==> config.mk <==
export PLATFORM = sky130hd
export DESIGN_NAME = pc_unit
export DESIGN_NICKNAME = d
export VERILOG_FILES = /design/src/rtl/pc_pkg.sv /design/src/rtl/ras_stack.sv /design/src/rtl/pc_unit.sv
export SDC_FILE = /design/constraint.sdc
export NUM_CORES = 1
export LEC_CHECK = 0
export ABC_AREA = 0
export CAP_MARGIN = 20
export CORE_ASPECT_RATIO = 0.7
export CORE_MARGIN = 2
export CORE_UTILIZATION = 50
export CTS_BUF_LIST = sky130_fd_sc_hd__clkbuf_2 sky130_fd_sc_hd__clkbuf_4 sky130_fd_sc_hd__clkbuf_8
export DETAILED_ROUTE_END_ITERATION = 12
export GPL_ROUTABILITY_DRIVEN = 0
export PLACE_DENSITY = 0.7
export SYNTH_ARGS = -nofsm -noshare
export SYNTH_HDL_FRONTEND = slang
export SYNTH_SLANG_ARGS = --single-unit
export TNS_END_PERCENT = 20
==> constraint.sdc <==
create_clock -name CLK -period 4.3 [get_ports CLK]
set_input_delay 1.075 -clock CLK [delete_from_list [all_inputs] [get_ports CLK]]
set_output_delay 1.075 -clock CLK [all_outputs]
set_load 0.005 [all_outputs]
==> src/rtl/pc_pkg.sv <==
// Shared definitions for the next-PC unit: flow-op encodings and FSM state type.
package pc_pkg;

   localparam logic [2:0] BR_NONE = 3'd0;
   localparam logic [2:0] BR_J    = 3'd1;
   localparam logic [2:0] BR_BEQ  = 3'd2;
   localparam logic [2:0] BR_BNE  = 3'd3;
   localparam logic [2:0] BR_CALL = 3'd4;
   localparam logic [2:0] BR_RET  = 3'd5;
   localparam logic [2:0] BR_HALT = 3'd6;

   typedef enum logic {
      ST_RUN  = 1'b0,
      ST_HALT = 1'b1
   } state_t;

endpackage

==> src/rtl/ras_stack.sv <==
// Circular return-address stack; a push while full silently overwrites the oldest entry.
module ras_stack #(
   parameter int RAS_DEPTH = 4,
   parameter int PC_W      = 32
) (
   input  logic            CLK,
   input  logic            RESET,
   input  logic            push,
   input  logic            pop,
   input  logic [PC_W-1:0] push_data,
   output logic [PC_W-1:0] top,
   output logic            empty
);

   localparam int PTR_W = $clog2(RAS_DEPTH);
   localparam int CNT_W = PTR_W + 1;

   logic [PC_W-1:0]  mem [RAS_DEPTH];
   logic [PTR_W-1:0] ptr;
   logic [CNT_W-1:0] count;
   logic             full;

   assign empty = (count == '0);
   assign full  = (count == CNT_W'(RAS_DEPTH));
   assign top   = mem[ptr - PTR_W'(1)];

   // ptr is the next write slot; when full it points at the oldest entry
   always_ff @(posedge CLK or posedge RESET) begin
      if (RESET) begin
         ptr   <= '0;
         count <= '0;
      end else if (push) begin
         ptr <= ptr + PTR_W'(1);
         if (!full)
            count <= count + CNT_W'(1);
      end else if (pop && !empty) begin
         ptr   <= ptr - PTR_W'(1);
         count <= count - CNT_W'(1);
      end
   end

   always_ff @(posedge CLK) begin
      if (push)
         mem[ptr] <= push_data;
   end

endmodule

==> src/rtl/pc_unit.sv <==
// Next-PC and flow-control unit: PC register, sequential/target adders, return stack,
// busywait stall, halt and retired-instruction counter.
//
//   state   | meaning
//   --------+-----------------------------------------------------------
//   ST_RUN  | executing; one op per cycle unless BUSYWAIT holds everything
//   ST_HALT | PC, stack and counter frozen; left only through RESET
module pc_unit
   import pc_pkg::*;
#(
   parameter int              PC_W      = 32,
   parameter int              OFF_W     = 8,
   parameter int              STEP_LG2  = 2,
   parameter int              RAS_DEPTH = 4,
   parameter int              CNT_W     = 32,
   parameter logic [PC_W-1:0] RESET_PC  = '0
) (
   input  logic             CLK,
   input  logic             RESET,
   input  logic [2:0]       BR_OP,
   input  logic [OFF_W-1:0] OFFSET,
   input  logic             ZERO,
   input  logic             BUSYWAIT,
   output logic [PC_W-1:0]  PC,
   output logic             HALTED,
   output logic             RAS_ERR,
   output logic [CNT_W-1:0] RETIRED
);

   localparam logic [PC_W-1:0] STEP = PC_W'(1) << STEP_LG2;

   state_t          state, state_nxt;
   logic [PC_W-1:0] seq, tgt, off_ext, pc_nxt, ras_top;
   logic            push, pop, ras_empty, err_set, retire;

   assign off_ext = {{(PC_W-OFF_W){OFFSET[OFF_W-1]}}, OFFSET};
   assign seq     = PC + STEP;
   assign tgt     = seq + (off_ext << STEP_LG2);
   assign HALTED  = (state == ST_HALT);

   ras_stack #(
      .RAS_DEPTH (RAS_DEPTH),
      .PC_W      (PC_W)
   ) u_ras (
      .CLK       (CLK),
      .RESET     (RESET),
      .push      (push),
      .pop       (pop),
      .push_data (seq),
      .top       (ras_top),
      .empty     (ras_empty)
   );

   always_comb begin
      state_nxt = state;
      pc_nxt    = PC;
      push      = 1'b0;
      pop       = 1'b0;
      err_set   = 1'b0;
      retire    = 1'b0;
      if (state == ST_RUN && !BUSYWAIT) begin
         retire = 1'b1;
         pc_nxt = seq;
         case (BR_OP)
            BR_J:    pc_nxt = tgt;
            BR_BEQ:  if (ZERO)  pc_nxt = tgt;
            BR_BNE:  if (!ZERO) pc_nxt = tgt;
            BR_CALL: begin
               push   = 1'b1;
               pc_nxt = tgt;
            end
            BR_RET: begin
               if (!ras_empty) begin
                  pop    = 1'b1;
                  pc_nxt = ras_top;
               end else begin
                  err_set = 1'b1;
               end
            end
            BR_HALT: begin
               pc_nxt    = PC;
               state_nxt = ST_HALT;
            end
            default: ;
         endcase
      end
   end

   always_ff @(posedge CLK or posedge RESET) begin
      if (RESET) begin
         state   <= ST_RUN;
         PC      <= RESET_PC;
         RAS_ERR <= 1'b0;
         RETIRED <= '0;
      end else begin
         state <= state_nxt;
         PC    <= pc_nxt;
         if (err_set)
            RAS_ERR <= 1'b1;
         if (retire)
            RETIRED <= RETIRED + CNT_W'(1);
      end
   end

endmodule

==> results of run 1 <==
cells in the mapped netlist (all sizes together) (12+ instances only):
library cell,count,share of area
mux4,32,0.067
edfxtp,128,0.36
dfrtp,71,0.16
a21oi,47,0.022
clkbuf,30,0.013
and3,18,0.011
inv,28,0.0098
nand2,75,0.028
o21ai,39,0.018
xnor2,47,0.040
xor2,27,0.022
nand3,36,0.017
a21o,17,0.012
ha,40,0.046
nand4,16,0.011
buf,12,0.0075
nor3,15,0.0074
nor2,61,0.021
registers in the layout, summed over array words and instances, names as in the netlist:
| name | cells |
|---|---|
| RETIRED | 32 |
| u_ras.count | 3 |
| PC | 32 |
| u_ras.ptr | 2 |
| HALTED | 1 |
| RAS_ERR | 1 |
| u_ras.mem | 128 |
power breakdown:
| group | leakage (uW) | internal [uW] | switching (uW) | total [uW] |
|---|---|---|---|---|
| Clock | 0.000218 | 469 | 821 | 1290 |
| Combinational | 0.00245 | 1650 | 1900 | 3550 |
| Sequential | 0.00202 | 2420 | 361 | 2780 |
worst max-delay path by stage:
stage,to,slack [ns],cells after the start
2_1_floorplan,PC[24],0.75,14
3_3_place_gp,PC[22],0.31,10
3_5_place_dp,PC[24],0.16,14
4_1_cts,PC[22],0.09,15
5_1_grt,PC[22],0.004,14
6_report,PC[30],0.24,14
per-stage QoR:
stage	util	worst slack, ns	area (sq um)	power [uW]
finish	0.596	0.238	12500	7620
global route	0.596	0.00351	12500	8070
CTS	0.594	0.0863	12400	7580
detailed placement	0.573	0.162	12000	6280
global placement	0.573	0.310	12000	6210
floorplan	-	0.750	10800	5080
repair_timing:
action	in CTS	in global routing
gates resized for setup	0	7
endpoints found under the setup margin	0	7
endpoints found under the hold margin	0	0
cell families (layout without fill, tap and decap cells):
family	count (synthesis)	count (layout)	share of synthesized area
AOI/OAI and AO/OA	204	204	0.128
buffers and inverters	71	173	0.0317
and+or+nand+nor	272	272	0.130
muxes	40	40	0.0751
DFF	199	199	0.521
adders and majority gates	42	42	0.0501
xor gates and xnor gates	75	75	0.0641
routing by layer:
layer	GRT usage	up-vias	part of all wire
li1	-	3609	-
met1	0.378	3894	0.47
met2	0.348	360	0.43
met3	0.0474	20	0.086
met4	0.0516	0	0.0094
met5	0	-	0
cell type report:
| class | count | area [sq um] | share of cell area |
|---|---|---|---|
| repair buffers | 113 | 1090 | 0.0871 |
| clock buffers | 17 | 234 | 0.0188 |
| inverters | 28 | 106 | 0.00853 |
| clock inverters | 15 | 209 | 0.0168 |
| flip-flops and latches | 199 | 5620 | 0.451 |
| well taps | 276 | 345 | 0.0277 |
| multi-input cells | 633 | 4870 | 0.390 |
==> metrics, run 1 <==
outcome finished, final reports clean; worst reg2reg path depth 14; DR DRC count 0; CTS root buf clkbuf_8; die area 22800 sq um; Worst Setup SP PC[2]; Starting Density 0.515; r2r endpoint PC[30]; worst r2r src PC[2]; slew at the pin with the worst max-slew slack 0.739 ns; placed cell count 1249; Ys Warns 0; EDFF count, synth about 130; CP Cell Sequence ha_1 -> nand3_1 -> nor2_1 -> buf_4 -> and4_1 -> nand2_1 -> xnor2_1 -> ha_1 -> and3_1 -> o221a_2 -> a21boi_0 -> a311o_1 -> xnor2_1 -> o21ai_0; synthesis-to-finish area growth 15.7%; CTS Buf Count 17; H-tree Lvls 4; Detail Placement HPWL 19000 um; Hold Violations, Final 0; main flop type after synthesis edfxtp_1; CTS Buffer Depth 2; CP arrival 4.46 ns; Ports 81; GRT Total Usage 0.241; drt wl/cell between 20 and 25 um; Fmax approximately 0.25 GHz; largest net degree at the start of global routing 35; Max VDD drop 0.000269 V; via count 7883; Leakage 0.00469 uW; Setup Fix Bufs, Post-CTS 0; Critical Path Slowest Stage Cell dfrtp_1; FP Rows 44; Post-Syn Area per Cell ~12 sq um; PwrDens between 600 and 700 nW/um^2; synthesized cell area 10800 sq um; number of DRC markers in iteration 0 ~1000; #FFs+latches synth ~200; CP max stage delay about 0.46 ns; ys async rst share 0.357; nets 1049; most frequent cells in the layout edfxtp_1 (128), clkdlybuf4s50_1 (80), nand2_1 (74); number of global-route vias before repair 7347; syn nets 960; Final period util 0.945; Min Clock Period, post-route 4.06 ns; core footprint 20900 sq um; initial antenna violation count 0; hold path startpoint RETIRED[31]; Slew Limit Fails 0; Syn Inst Count between 900 and 1000; Final ANT Viol Nets 0; CTS tree done; Setup CP Type reg -> reg; count of cell types in the netlist just over 80; worst hold slack a little under 0.5 ns; setup TNS 0 ns; max_slew headroom 0.508; R2R setup slack 0.24 ns; commonest non-fill, non-tap cell in the layout edfxtp_1; # setup viols final 0; number of I/O port buffers 80; Min-Delay Endpoint RETIRED[31]; required time of the critical path 4.70 ns; worst-case clock skew 0.0235 ns; Worst Setup End Kind register; MaxCap Viol Count 0; delay-heaviest family, CP simple AND/OR/NAND/NOR gates; grt ovf 0; Hold Path Stages 1; Die Span Y 127 um; register area share after synthesis 0.521; critical path fanouts, max 9; Final Non-Filler Cells approximately 1300; CP Launch Type register; worst-skew pair later-pin latency 0.50 ns; Via-to-Cell Ratio 6.15; clock sinks 199; Buffers & Inverters on Critical Path 1; length of the first detailed-routing pass in iterations 6; DRT Wirelength around 27000 um; # fillers 1680; Worst Hold Class reg -> reg; ratio of cells with drive above 1 in the final layout 0.138; ant diodes 0; RSZ-0062 raised after global routing no; Hold Buf Count CTS 0; first-pass GRT wire length 42500 um; Die X roughly 180 um; Reg clk slew, reported paths 0.13 ns
Power figures use the tool's default switching activity.
==> inputs of run 2 (changes only) <==
CORE_MARGIN = not set   (was 2)
==> metrics, run 2 (synthesis gave the netlist of run 1 again) <==
PwrDens 607 nW/um^2 (was 611 nW/um^2); die area 22200 sq um (was 22800 sq um); CTS Buffer Depth 2 (unchanged); CP Cell Sequence ha_1 -> nand3_1 -> nor2_2 -> buf_4 -> nand3_1 -> nor2_1 -> xor2_1 -> ha_1 -> a2111oi_0 -> o211ai_1 -> a21oi_1 -> o41ai_1 -> a22oi_1 -> o211ai_1 (was ha_1 -> nand3_1 -> nor2_1 -> buf_4 -> and4_1 -> nand2_1 -> xnor2_1 -> ha_1 -> and3_1 -> o221a_2 -> a21boi_0 -> a311o_1 -> xnor2_1 -> o21ai_0); worst r2r src PC[2] (unchanged); length of the first detailed-routing pass in iterations 8 (was 6); Die X 177 um (was 179 um); initial antenna violation count 0 (unchanged); Worst Hold Class reg -> reg (unchanged); Worst Setup SP PC[2] (unchanged); Buffers & Inverters on Critical Path 1 (unchanged); CP max stage delay 0.48 ns (was 0.46 ns); number of I/O port buffers 80 (unchanged); largest net degree at the start of global routing 35 (unchanged); Leakage 0.00471 uW (was 0.00469 uW); GRT busiest layer met1 (unchanged); final instance area 12500 sq um (unchanged); Critical Path Slowest Stage Cell dfrtp_1 (unchanged); Seq. cell area 5620 sq um (unchanged); placed cell areas 12000 sq um (about the same); grt ovf 0 (unchanged); nets 1057 (was 1049); MaxCap Viol Count 0 (unchanged); post-layout util 0.596 (unchanged); outcome finished, final reports clean (unchanged); Via-to-Cell Ratio 6.08 (was 6.15); CP arrival 4.43 ns (was 4.46 ns); Die Span Y 125 um (was 127 um); CTS root buf clkbuf_8 (unchanged); core footprint 20900 sq um (unchanged); synthesis-to-finish area growth 15.7% (unchanged); Worst Setup End Kind register (unchanged); # fillers 1686 (was 1680); CTS tree done (unchanged); Detail Placement HPWL 18700 um (was 19000 um); Max VDD drop 0.000457 V (was 0.000269 V); delay-heaviest family, CP compound AO/OA/AOI/OAI gates (was simple AND/OR/NAND/NOR gates); number of global-route vias before repair 7478 (was 7347); Slew Limit Fails 0 (unchanged); number of DRC markers in iteration 0 847 (was 1028); H-tree Lvls 4 (unchanged); Final period util 0.952 (was 0.945); max FFs per register 128 (unchanged); leading registers by flop count u_ras.mem (128), PC (32), RETIRED (32) (unchanged); Most flops, register u_ras.mem (unchanged); total power 7570 uW (was 7620 uW); CP Launch Type register (unchanged); GR Util met1 0.401 (was 0.378); GRT Total Usage 0.256 (was 0.241); drt wl/cell 20.7 um (was 21.1 um); ratio of cells with drive above 1 in the final layout 0.144 (was 0.138); DR DRC count 0 (unchanged); Hold Buf Count CTS 0 (unchanged); max_slew headroom 0.446 (was 0.508); Setup Fix Bufs, Post-CTS 0 (unchanged); first-pass GRT wire length 42800 um (was 42500 um); M3 GR Usage 0.0513 (was 0.0474); commonest non-fill, non-tap cell in the layout edfxtp_1 (unchanged); most frequent cells in the layout edfxtp_1 (128), clkdlybuf4s50_1 (80), nand2_1 (74) (unchanged); clock sinks 199 (unchanged); setup TNS 0 ns (unchanged); FP Rows 44 (unchanged); ant diodes 0 (unchanged); worst-skew pair later-pin latency 0.50 ns (about the same); hold path startpoint RETIRED[31] (unchanged); RSZ-0062 raised after global routing no (unchanged); DRT Wirelength 26700 um (was 27100 um); number of gates resized after CTS 0 (unchanged); Ports 81 (unchanged); Reg clk slew, reported paths 0.12 ns (was 0.13 ns); Hold Violations, Final 0 (unchanged); required time of the critical path 4.64 ns (was 4.70 ns); Min Clock Period, post-route 4.09 ns (was 4.06 ns); area occupied by multi-input gates 4850 sq um (was 4870 sq um); Setup CP Type reg -> reg (unchanged); via count 7833 (was 7883); CTS Buf Count 17 (unchanged); Starting Density 0.515 (unchanged); Fmax 0.244 GHz (was 0.246 GHz); critical path fanouts, max 11 (was 9); slew at the pin with the worst max-slew slack 0.821 ns (was 0.739 ns); Final ANT Viol Nets 0 (unchanged); # setup viols final 0 (unchanged); worst-case clock skew 0.0230 ns (was 0.0235 ns); met2 Use GR 0.353 (was 0.348)
[run 2: changes by cell type in the layout (fill, tap and decap cells not counted), moves of 2 or more]
cell,before,now
buf_12,3,1
buf_4,30,40
inv_12,4,0
inv_6,2,5
xnor2_1,43,45
xnor2_2,3,1
[run 2: power breakdown]
| group | internal, uW | switching (uW) |
|---|---|---|
| combinational | 1660 | 1880 |
| clock | 504 | 747 |
| sequential | 2420 | 353 |
| total | 4590 | 2980 |
[run 2: layout make-up]
cell class / count / area share
timing repair buffer: 121 / 0.0899
clock buffer: 18 / 0.0194
inverter: 28 / 0.00853
tap: 276 / 0.0277
sequential: 199 / 0.451
multi-input combinational: 633 / 0.389
clock inverter: 14 / 0.0146
[run 2: path summary, 6_finish.rpt]
kind,endpoint,slack [ns],cells after the start
worst max-delay path,PC[29],0.21,14
worst min-delay path,RETIRED[31],0.49,1
worst max register to register,PC[29],0.21,14
worst min register to register,RETIRED[31],0.49,1
max in group asynchronous,PC[17],2.60,3
min in group asynchronous,RETIRED[29],0.92,2
[run 2: per-layer routing]
layer	vias to the layer above	wire, um
met5	-	0
met4	0	411
met3	27	2500
met2	312	11200
met1	3868	12600
li1	3626	-
[run 2: per-stage QoR]
| step | hold slack (ns) | setup WS (ns) | std cells |
|---|---|---|---|
| after floorplan | 0.465 | 0.750 | 903 |
| after global placement | 0.464 | 0.240 | 1257 |
| after detailed placement | 0.465 | 0.207 | 1257 |
| after CTS | 0.495 | 0.145 | 1289 |
| after global routing | 0.525 | 0.0156 | 1289 |
| final | 0.494 | 0.206 | 1289 |
==> inputs of run 3 (changes only) <==
CTS_BUF_LIST = sky130_fd_sc_hd__clkbuf_8   (was sky130_fd_sc_hd__clkbuf_2 sky130_fd_sc_hd__clkbuf_4 sky130_fd_sc_hd__clkbuf_8)
MAX_ROUTING_LAYER = met4   (was not set)
==> metrics, run 3 (synthesis gave the netlist of run 1 again) <==
DR DRC count 0 (unchanged); Setup Fix Bufs, Post-CTS 0 (unchanged); slew at the pin with the worst max-slew slack 0.813 ns (was 0.821 ns); die area 22200 sq um (unchanged); Final period util 0.952 (about the same); PwrDens 607 nW/um^2 (about the same); Int Power 4580 uW (was 4590 uW); Min-Delay Endpoint RETIRED[31] (unchanged); P_sw 2990 uW (was 2980 uW); hold path startpoint RETIRED[31] (unchanged); largest net degree at the start of global routing 35 (unchanged); MaxCap Viol Count 0 (unchanged); Die Span Y 125 um (unchanged); initial antenna violation count 0 (unchanged); share of power burned in registers 0.366 (about the same); number of gates resized after CTS 0 (unchanged); Hold Violations, Final 0 (unchanged); Max VDD drop 0.000465 V (was 0.000457 V); Detail Placement HPWL 18700 um (unchanged); CTS tree done (unchanged); commonest non-fill, non-tap cell in the layout edfxtp_1 (unchanged); worst-case clock skew 0.0216 ns (was 0.0230 ns); CP Launch Type register (unchanged); worst-skew pair later-pin latency 0.49 ns (was 0.50 ns); number of DRC markers in iteration 0 879 (was 847); core footprint 20900 sq um (unchanged); critical path fanouts, max 11 (unchanged); Hold Path Stages 1 (unchanged); number of global-route vias before repair 7483 (was 7478); Ports 81 (unchanged); # fillers 1685 (was 1686); CTS Buffer Depth 2 (unchanged); CP arrival 4.43 ns (about the same); Fmax 0.244 GHz (about the same); FP Rows 44 (unchanged); length of the first detailed-routing pass in iterations 5 (was 8); Most flops, register u_ras.mem (unchanged); Leakage 0.00471 uW (about the same); DRT Wirelength 26700 um (about the same); pre-CTS setup slack 0.207 ns (unchanged); max FFs per register 128 (unchanged); first-pass GRT wire length 42800 um (about the same); Hold Buf Count CTS 0 (unchanged); nets 1057 (unchanged); drt wl/cell 20.7 um (about the same); final instance area 12500 sq um (about the same); leading registers by flop count u_ras.mem (128), PC (32), RETIRED (32) (unchanged); H-tree Lvls 4 (unchanged); max_slew headroom 0.451 (was 0.446); placed cell areas 12000 sq um (unchanged); Die X 177 um (unchanged); # setup viols final 0 (unchanged); grt ovf 0 (unchanged); required time of the critical path 4.63 ns (was 4.64 ns); worst r2r src PC[2] (unchanged); Sw Share 0.395 (was 0.394); setup TNS 0 ns (unchanged); Starting Density 0.515 (unchanged); Worst Hold Class reg -> reg (unchanged); r2r endpoint PC[29] (unchanged); R2R setup slack 0.21 ns (about the same); Via-to-Cell Ratio 6.08 (about the same); clock network power share 0.164 (was 0.165); ratio of cells with drive above 1 in the final layout 0.143 (was 0.144); clock sinks 199 (unchanged); Slew Limit Fails 0 (unchanged); Min Clock Period, post-route 4.09 ns (about the same); synthesis-to-finish area growth 15.7% (about the same); CTS root buf clkbuf_8 (unchanged); via count 7831 (was 7833); RSZ-0062 raised after global routing no (unchanged); CTS Buf Count 17 (unchanged); ant diodes 0 (unchanged); Setup CP Type reg -> reg (unchanged); Final ANT Viol Nets 0 (unchanged); most frequent cells in the layout edfxtp_1 (128), clkdlybuf4s50_1 (80), nand2_1 (74) (unchanged); Reg clk slew, reported paths 0.12 ns (about the same); setup slack after layout 0.206 ns (about the same); GRT Total Usage 0.263 (was 0.256); combinational power share 0.470 (was 0.469); worst reg2reg path depth 14 (unchanged); Worst Setup End Kind register (unchanged); outcome finished, final reports clean (unchanged); number of I/O port buffers 80 (unchanged)
==> run 3: cell count changes in the layout (fill, tap and decap cells not counted) <==
cell,previous run,this run
clkbuf_4,1,0
inv_1,27,28
==> run 3: how the worst max path moves through the flow <==
stage / from / to / slack [ns] / cells after the start
after floorplan: PC[2] / PC[24] / 0.75 / 14
after detailed placement: PC[2] / PC[30] / 0.21 / 14
after global placement: PC[2] / PC[30] / 0.24 / 14
final: PC[2] / PC[29] / 0.21 / 14
after global routing: PC[2] / PC[25] / 0.01 / 14
after CTS: PC[2] / PC[30] / 0.15 / 14
==> run 3: metal layers <==
metal | routed length, um | track usage | vias up
li1 | - | - | 3624
met1 | 12900 | 0.400 | 3879
met2 | 11100 | 0.355 | 296
met3 | 2190 | 0.0485 | 32
met4 | 403 | 0.0744 | 0
met5 | 0 | - | -
==> run 3: area by class of cell <==
class,instances,area (sq um),share of cell area
inverter,28,106,0.00853
clock buffer,17,234,0.0188
sequential,199,5620,0.451
multi-input combinational,633,4850,0.389
tap,276,345,0.0277
timing repair buffer,121,1120,0.0899
clock inverter,15,186,0.0150
==> run 3: power by group through the flow <==
| stage | combinational (uW) | sequential (uW) | clock, uW |
|---|---|---|---|
| 2_1_floorplan | 2370 | 2710 | 0 |
| 3_3_place_gp | 3420 | 2800 | 0 |
| 3_5_place_dp | 3480 | 2800 | 0 |
| 4_1_cts | 3500 | 2760 | 1270 |
| 5_1_grt | 3880 | 2810 | 1340 |
| 6_report | 3560 | 2770 | 1240 |
==> run 3: through the flow <==
step / total power [uW] / util / std cells / hold WS, ns
after floorplan: 5080 / - / 903 / 0.465
after CTS: 7530 / 0.595 / 1289 / 0.495
after detailed placement: 6280 / 0.575 / 1257 / 0.465
final: 7570 / 0.596 / 1289 / 0.493
after global routing: 8020 / 0.596 / 1289 / 0.525
after global placement: 6230 / 0.575 / 1257 / 0.464
==> run 3: worst max-delay path, cell delays in order, from the launching register on <==
cell,delay (ns)
dfrtp_1,0.48
ha_1,0.26
nand3_1,0.18
nor2_2,0.28
buf_4,0.20
nand3_1,0.10
nor2_1,0.18
xor2_1,0.47
ha_1,0.46
a2111oi_0,0.48
o211ai_1,0.15
a21oi_1,0.19
o41ai_1,0.17
a22oi_1,0.20
o211ai_1,0.12
